`src/rtl/io_tile_cfg_array.sv`:
```
// Multi-channel periphery I/O tile: serial config chain into a shadow register,
// committed atomically into the active config that gates the pad/fabric paths.
module io_tile_cfg_array #(
    parameter int NUM_IO = 8
) (
    input  logic              prog_clk,
    input  logic              prog_reset,
    input  logic              isol_n,
    input  logic              ccff_en,
    input  logic              ccff_head,
    output logic              ccff_tail,
    output logic              cfg_done,
    output logic              cfg_err,
    input  logic [NUM_IO-1:0] gfpga_pad_io_soc_in,
    output logic [NUM_IO-1:0] gfpga_pad_io_soc_out,
    output logic [NUM_IO-1:0] gfpga_pad_io_soc_dir,
    input  logic [NUM_IO-1:0] io_outpad,
    output logic [NUM_IO-1:0] io_inpad
);

    localparam int CFG_BITS  = 2;
    localparam int CHAIN_LEN = NUM_IO * CFG_BITS;
    localparam int CNT_W     = $clog2(CHAIN_LEN + 2);
    localparam logic [CNT_W-1:0] CNT_FULL = CNT_W'(CHAIN_LEN);
    localparam logic [CNT_W-1:0] CNT_SAT  = CNT_W'(CHAIN_LEN + 1);
    localparam logic [CNT_W-1:0] CNT_ONE  = CNT_W'(1);

    typedef enum logic [1:0] {
        S_IDLE,
        S_SHIFT,
        S_COMMIT,
        S_DONE
    } state_t;

    state_t                 state_q, state_d;
    logic [CHAIN_LEN-1:0]   shadow_q, shadow_d;
    logic [CHAIN_LEN-1:0]   active_q, active_d;
    logic                   active_valid_q, active_valid_d;
    logic [CNT_W-1:0]       cnt_q, cnt_d;
    logic                   cfg_err_q, cfg_err_d;

    always_ff @(posedge prog_clk) begin
        if (!prog_reset) begin
            state_q        <= S_IDLE;
            shadow_q       <= '0;
            active_q       <= '0;
            active_valid_q <= 1'b0;
            cnt_q          <= '0;
            cfg_err_q      <= 1'b0;
        end else begin
            state_q        <= state_d;
            shadow_q       <= shadow_d;
            active_q       <= active_d;
            active_valid_q <= active_valid_d;
            cnt_q          <= cnt_d;
            cfg_err_q      <= cfg_err_d;
        end
    end

    always_comb begin
        state_d        = state_q;
        shadow_d       = shadow_q;
        active_d       = active_q;
        active_valid_d = active_valid_q;
        cnt_d          = cnt_q;
        cfg_err_d      = cfg_err_q;

        // The chain shifts regardless of FSM state, including the COMMIT cycle.
        if (ccff_en) begin
            shadow_d = {ccff_head, shadow_q[CHAIN_LEN-1:1]};
        end

        case (state_q)
            S_IDLE, S_DONE: begin
                if (ccff_en) begin
                    state_d = S_SHIFT;
                    cnt_d   = CNT_ONE;
                end
            end
            S_SHIFT: begin
                if (ccff_en) begin
                    cnt_d = (cnt_q == CNT_SAT) ? cnt_q : cnt_q + CNT_ONE;
                end else if (cnt_q == CNT_FULL) begin
                    state_d = S_COMMIT;
                end else begin
                    state_d   = S_IDLE;
                    cfg_err_d = 1'b1;
                end
            end
            S_COMMIT: begin
                active_d       = shadow_q;
                active_valid_d = 1'b1;
                if (ccff_en) begin
                    state_d = S_SHIFT;
                    cnt_d   = CNT_ONE;
                end else begin
                    state_d = S_DONE;
                end
            end
            default: state_d = S_IDLE;
        endcase
    end

    assign ccff_tail = shadow_q[0];
    assign cfg_done  = (state_q == S_DONE);
    assign cfg_err   = cfg_err_q;

    // Unconfigured or isolated pads park as inputs with both data paths at 0.
    logic gate;
    assign gate = active_valid_q & isol_n;

    for (genvar k = 0; k < NUM_IO; k++) begin : g_lane
        logic dir, inv;
        assign dir = active_q[CFG_BITS*k];
        assign inv = active_q[CFG_BITS*k+1];
        assign gfpga_pad_io_soc_dir[k] = gate ? dir : 1'b1;
        assign gfpga_pad_io_soc_out[k] = (gate & ~dir) ? (io_outpad[k] ^ inv) : 1'b0;
        assign io_inpad[k]             = (gate & dir) ? (gfpga_pad_io_soc_in[k] ^ inv) : 1'b0;
    end

endmodule

```
`config.mk`:
```
export PLATFORM = sky130hd
export DESIGN_NAME = io_tile_cfg_array
export DESIGN_NICKNAME = d
export VERILOG_FILES = /design/src/rtl/io_tile_cfg_array.sv
export SDC_FILE = /design/constraint.sdc
export NUM_CORES = 1
export LEC_CHECK = 0
export ABC_CLOCK_PERIOD_IN_PS = 3150
export CORE_AREA = 8 8 85 87
export CTS_CLUSTER_DIAMETER = 200
export DETAILED_ROUTE_END_ITERATION = 10
export DIE_AREA = 0 0 93 95
export GPL_TIMING_DRIVEN = 1
export PLACE_DENSITY = 0.62
export SYNTH_ARGS = -nofsm -noshare
export SYNTH_HDL_FRONTEND = slang
export SYNTH_SLANG_ARGS = --single-unit
```
`constraint.sdc`:
```
create_clock -name prog_clk -period 3.15 [get_ports prog_clk]
set_input_delay 0.63 -clock prog_clk [delete_from_list [all_inputs] [get_ports prog_clk]]
set_output_delay 0.63 -clock prog_clk [all_outputs]
set_load 0.005 [all_outputs]
```
==> impl.org <==
** Logic synthesis
- Sequential elements use 40.9% of the synthesized area.
- Dividing the synthesized area by the synthesized cell count gives 9.99 um^2.
- Net count after synthesis :: 229
- Ranking of synthesized cells by instance count :: dfxtp_1, mux2i_1, nor2b_1, nor2_1, xor2_1
- Count of flip-flops with a built-in enable after synthesis :: 0
- Leading area contributor after synthesis :: dfxtp_1
- After synthesis the netlist holds a flip-flop and latch count of 41.
- Yosys attributes the largest share of cell area to dfxtp_1, mux2i_1, nor2b_1.
- For this run, the number of Yosys warnings is 0.
- After synthesis, the largest area contributor takes up 40.9% of total cell area.
- By instance count, the leading cell after synthesis is dfxtp_1.
- For this run, the leading register cell type out of synthesis is dfxtp_1.
- Distinct cells, synth :: 29
- Gate count of the mapped netlist :: 201
- In this run the cell area of the synthesized design comes to 2010 um^2.
- Share of flip-flops with an asynchronous set or reset after synthesis :: 0%

** Routing
- Initial DRC Count :: 36
- Routed length on met3 :: 289 um
- Residual DRC :: 0
- Summed over all nets, wire length on met2 after detailed routing comes to 1650 um.
- Highest signal layer in the routed design :: met4
- Number of vias in the routed layout :: 1,471
- Antenna Nets Post-Route :: 0
- Using the TritonRoute via totals, the vias-per-cell ratio works out to 4.54.
- Routed met1 length :: 1910 um
- Total wirelength of the detailed-routed design :: 3860 um
- TritonRoute pass-1 iters :: 4
- Routed len/inst :: 11.9 um

** Die
- Core box area :: 5820 um^2
- The initial utilization of the core area, before any placement, comes to 34.5%.
- Y dimension of the die :: 95 um
- Row generation in the floorplan step produced 28 rows.
- Die Wd :: 93 um
- Die area :: 8840 um^2
- For this design the top-level I/O count stands at 48.

** CTS
- Clock transition at the registers of the reported paths :: 0.07 ns
- In this run the post-CTS setup repair buffer count came out at 0.
- In this run, post-CTS hold repair placed 0 buffers.
- Clock Path Buffers :: 2
- Num CTS Buffers :: 5
- The H-tree was split into 2 levels.
- The tree is rooted in a clkbuf_8.
- TritonCTS built the clock tree.
- Clock Sink Count :: 41
- Clock latency reported for the late side of the worst-skew pair :: 0.28 ns
- Count of cells resized by post-cts repair :: 0

** Layout
- Number of diodes added for antenna fixing :: 0
- Fraction of layout cells with a size suffix above 1 :: 5.62%
- Final Util :: 45.6%
- Final-stage net count :: 276
- The area growth from synthesis to layout is 32.0%.
- Number of fillers in the final layout :: 558

** Job
- The tool flagged a number of max-cap violations equal to 0.

** Critical path
- Most used cell, CP :: clkdlybuf4s50_1
- Traced cell by cell, the critical path runs through clkdlybuf4s50_1 -> and2_2 -> nand2b_1 -> nor2_1 -> clkdlybuf4s50_1.
- The worst setup path is launched from an input pin.
- Critical-path maximum fanout :: 16
- For the worst setup path, the data required time is 2.52 ns.
- The worst setup path is captured at an output pin.
- Among all stages on the critical path, the largest delay is contributed by clkdlybuf4s50_1.
- Highest cell delay on the worst timing path :: 0.51 ns
- WP data arrival :: 2.11 ns
- Number of cells on the worst reg-to-reg path :: 5
- The setup path with the least slack is of type input pin to output pin.

** Worst hold path
- Hold Crit Class :: flop to flop
- Counting instances, the worst hold path has a depth of 1.

** Timing
- Max Transition Viols Final :: 0
- For the pin with the worst max-slew slack, the measured transition is 0.783 ns.
- Sum Neg Setup Slack :: 0 ns
- Setup violations remaining at the end of the flow were counted as 0.
- Worst-case headroom to the max-slew limit :: 47.6%
- Setup repair after global routing left no endpoint under its margin.
- Hold Vio Cnt, Final :: 0
- Fmax :: 364 MHz
- Minimum period implied by the final worst setup slack :: 2.74 ns
- Worst-case clock skew :: 0.00761 ns
- In the finished design, the share of the clock period the worst path needs comes to 87.1%.

** Power
- Clock network power share :: 36.9%
- The internal power of the cells totals 0.862 mW.
- Net switching is 23.6% of the power.
- Worst vdd ir :: 0.000255 V
- Power spread over the standard cell area amounts to 426 nW/um^2.
- Part of the power in combinational logic :: 15.2%
- The analysis attributes to net switching a power of 0.266 mW.
- In this run, flip-flops and latches consume 47.9% of the power.
- Lkg Pwr :: 1.02 nW

** Global route
- GR Overflow Total :: 0
- Largest net degree at the start of global routing :: 27
- The first global-routing pass estimated 6760 um of wire.
- Total global-route track usage :: 9.18%
- The initial antenna violation count is 0.
- Vias in the first global route :: 1,417

** Placed design
- Estimated wirelength of the detail-placed design :: 2930 um
- During placement, the flow inserted port buffers numbering 47.
- Gp weighted congestion :: 0.760

** Status
- Outcome :: completed
[cell type report]
class / instances / area, um^2 / share of cell area, %
multi-input cells: 144 / 1110 / 41.8
flip-flops and latches: 41 / 821 / 31.0
repair buffers: 50 / 493 / 18.6
well taps: 75 / 93.8 / 3.54
clock buffers: 5 / 68.8 / 2.60
clock inverters: 3 / 43.8 / 1.65
inverters: 6 / 22.5 / 0.849
[worst paths after layout]
path,from,to,slack [ns]
hold reg to reg,active_valid_q,active_valid_q,0.46
hold / removal,active_valid_q,active_valid_q,0.46
setup / recovery,isol_n,gfpga_pad_io_soc_out[1],0.41
setup reg to reg,cnt_q[0],state_q[1],1.72
[flip-flops by register name, indices dropped and copies added, names as in the netlist]
| name | count |
|---|---|
| cnt_q | 5 |
| active_valid_q | 1 |
| shadow_q | 16 |
| active_q | 16 |
| cfg_err | 1 |
| state_q | 2 |
[layout by cell type, fill, tap and decap left out]
cell	instances
nand3_1	1
clkdlybuf4s50_1	47
nor3_1	2
and3_1	8
o211a_1	1
nor3b_1	1
clkbuf_8	5
nand4_1	4
nand2_1	2
o211ai_1	1
a31o_2	1
nand3b_1	1
o21a_1	3
inv_6	1
mux2i_1	33
o21ai_0	3
and2_2	1
and4bb_1	1
nand2b_1	8
nor2b_1	32
xor2_1	10
inv_1	6
o311a_1	1
nor2_1	11
bufinv_16	1
clkinv_2	1
buf_4	3
ha_1	7
o31a_1	1
and4bb_4	1
xnor2_1	8
dfxtp_1	41
a21oi_1	2
[metrics by stage]
| step | hold WS (ns) | setup WS (ns) | cell area (um^2) | power, mW | instances |
|---|---|---|---|---|---|
| after floorplan | 0.419 | 1.25 | 2010 | 0.657 | 201 |
| after global placement | 0.436 | 0.395 | 2540 | 0.725 | 316 |
| after detailed placement | 0.442 | 0.381 | 2540 | 0.727 | 316 |
| after CTS | 0.463 | 0.382 | 2650 | 1.15 | 324 |
| after global routing | 0.488 | 0.254 | 2650 | 1.19 | 324 |
| final | 0.456 | 0.405 | 2650 | 1.13 | 324 |
[kinds of logic (layout without fill, tap and decap cells)]
kind of cell	Yosys count	count (layout)	share of synthesized area (%)
adder cells (fa/ha/maj)	7	7	4.36
AO/OA/AOI/OAI	13	13	4.61
AND/OR/NAND/NOR	73	73	21.9
XOR/XNOR	18	18	7.85
multiplexers	33	33	16.4
buffers and inverters	16	64	3.93
flip-flops	41	41	40.9
[layer usage]
layer | up-vias | track usage [%]
met2 | 37 | 14.8
met3 | 2 | 3.73
met5 | - | 0
li1 | 770 | -
met4 | 0 | 2.01
met1 | 662 | 11.2
[power groups by stage]
stage / Sequential [mW] / Combinational (mW) / Clock (mW)
finish: 0.540 / 0.172 / 0.416
global placement: 0.553 / 0.173 / 0
floorplan: 0.550 / 0.106 / 0
CTS: 0.540 / 0.175 / 0.435
global route: 0.543 / 0.192 / 0.455
detailed placement: 0.553 / 0.174 / 0
[critical path, delay by kind of cell]
kind                   cells  cell delay (ns)
buffers and inverters      2             0.96
AND/OR/NAND/NOR            3             0.53
No activity file was read; power rests on OpenSTA's default activity.
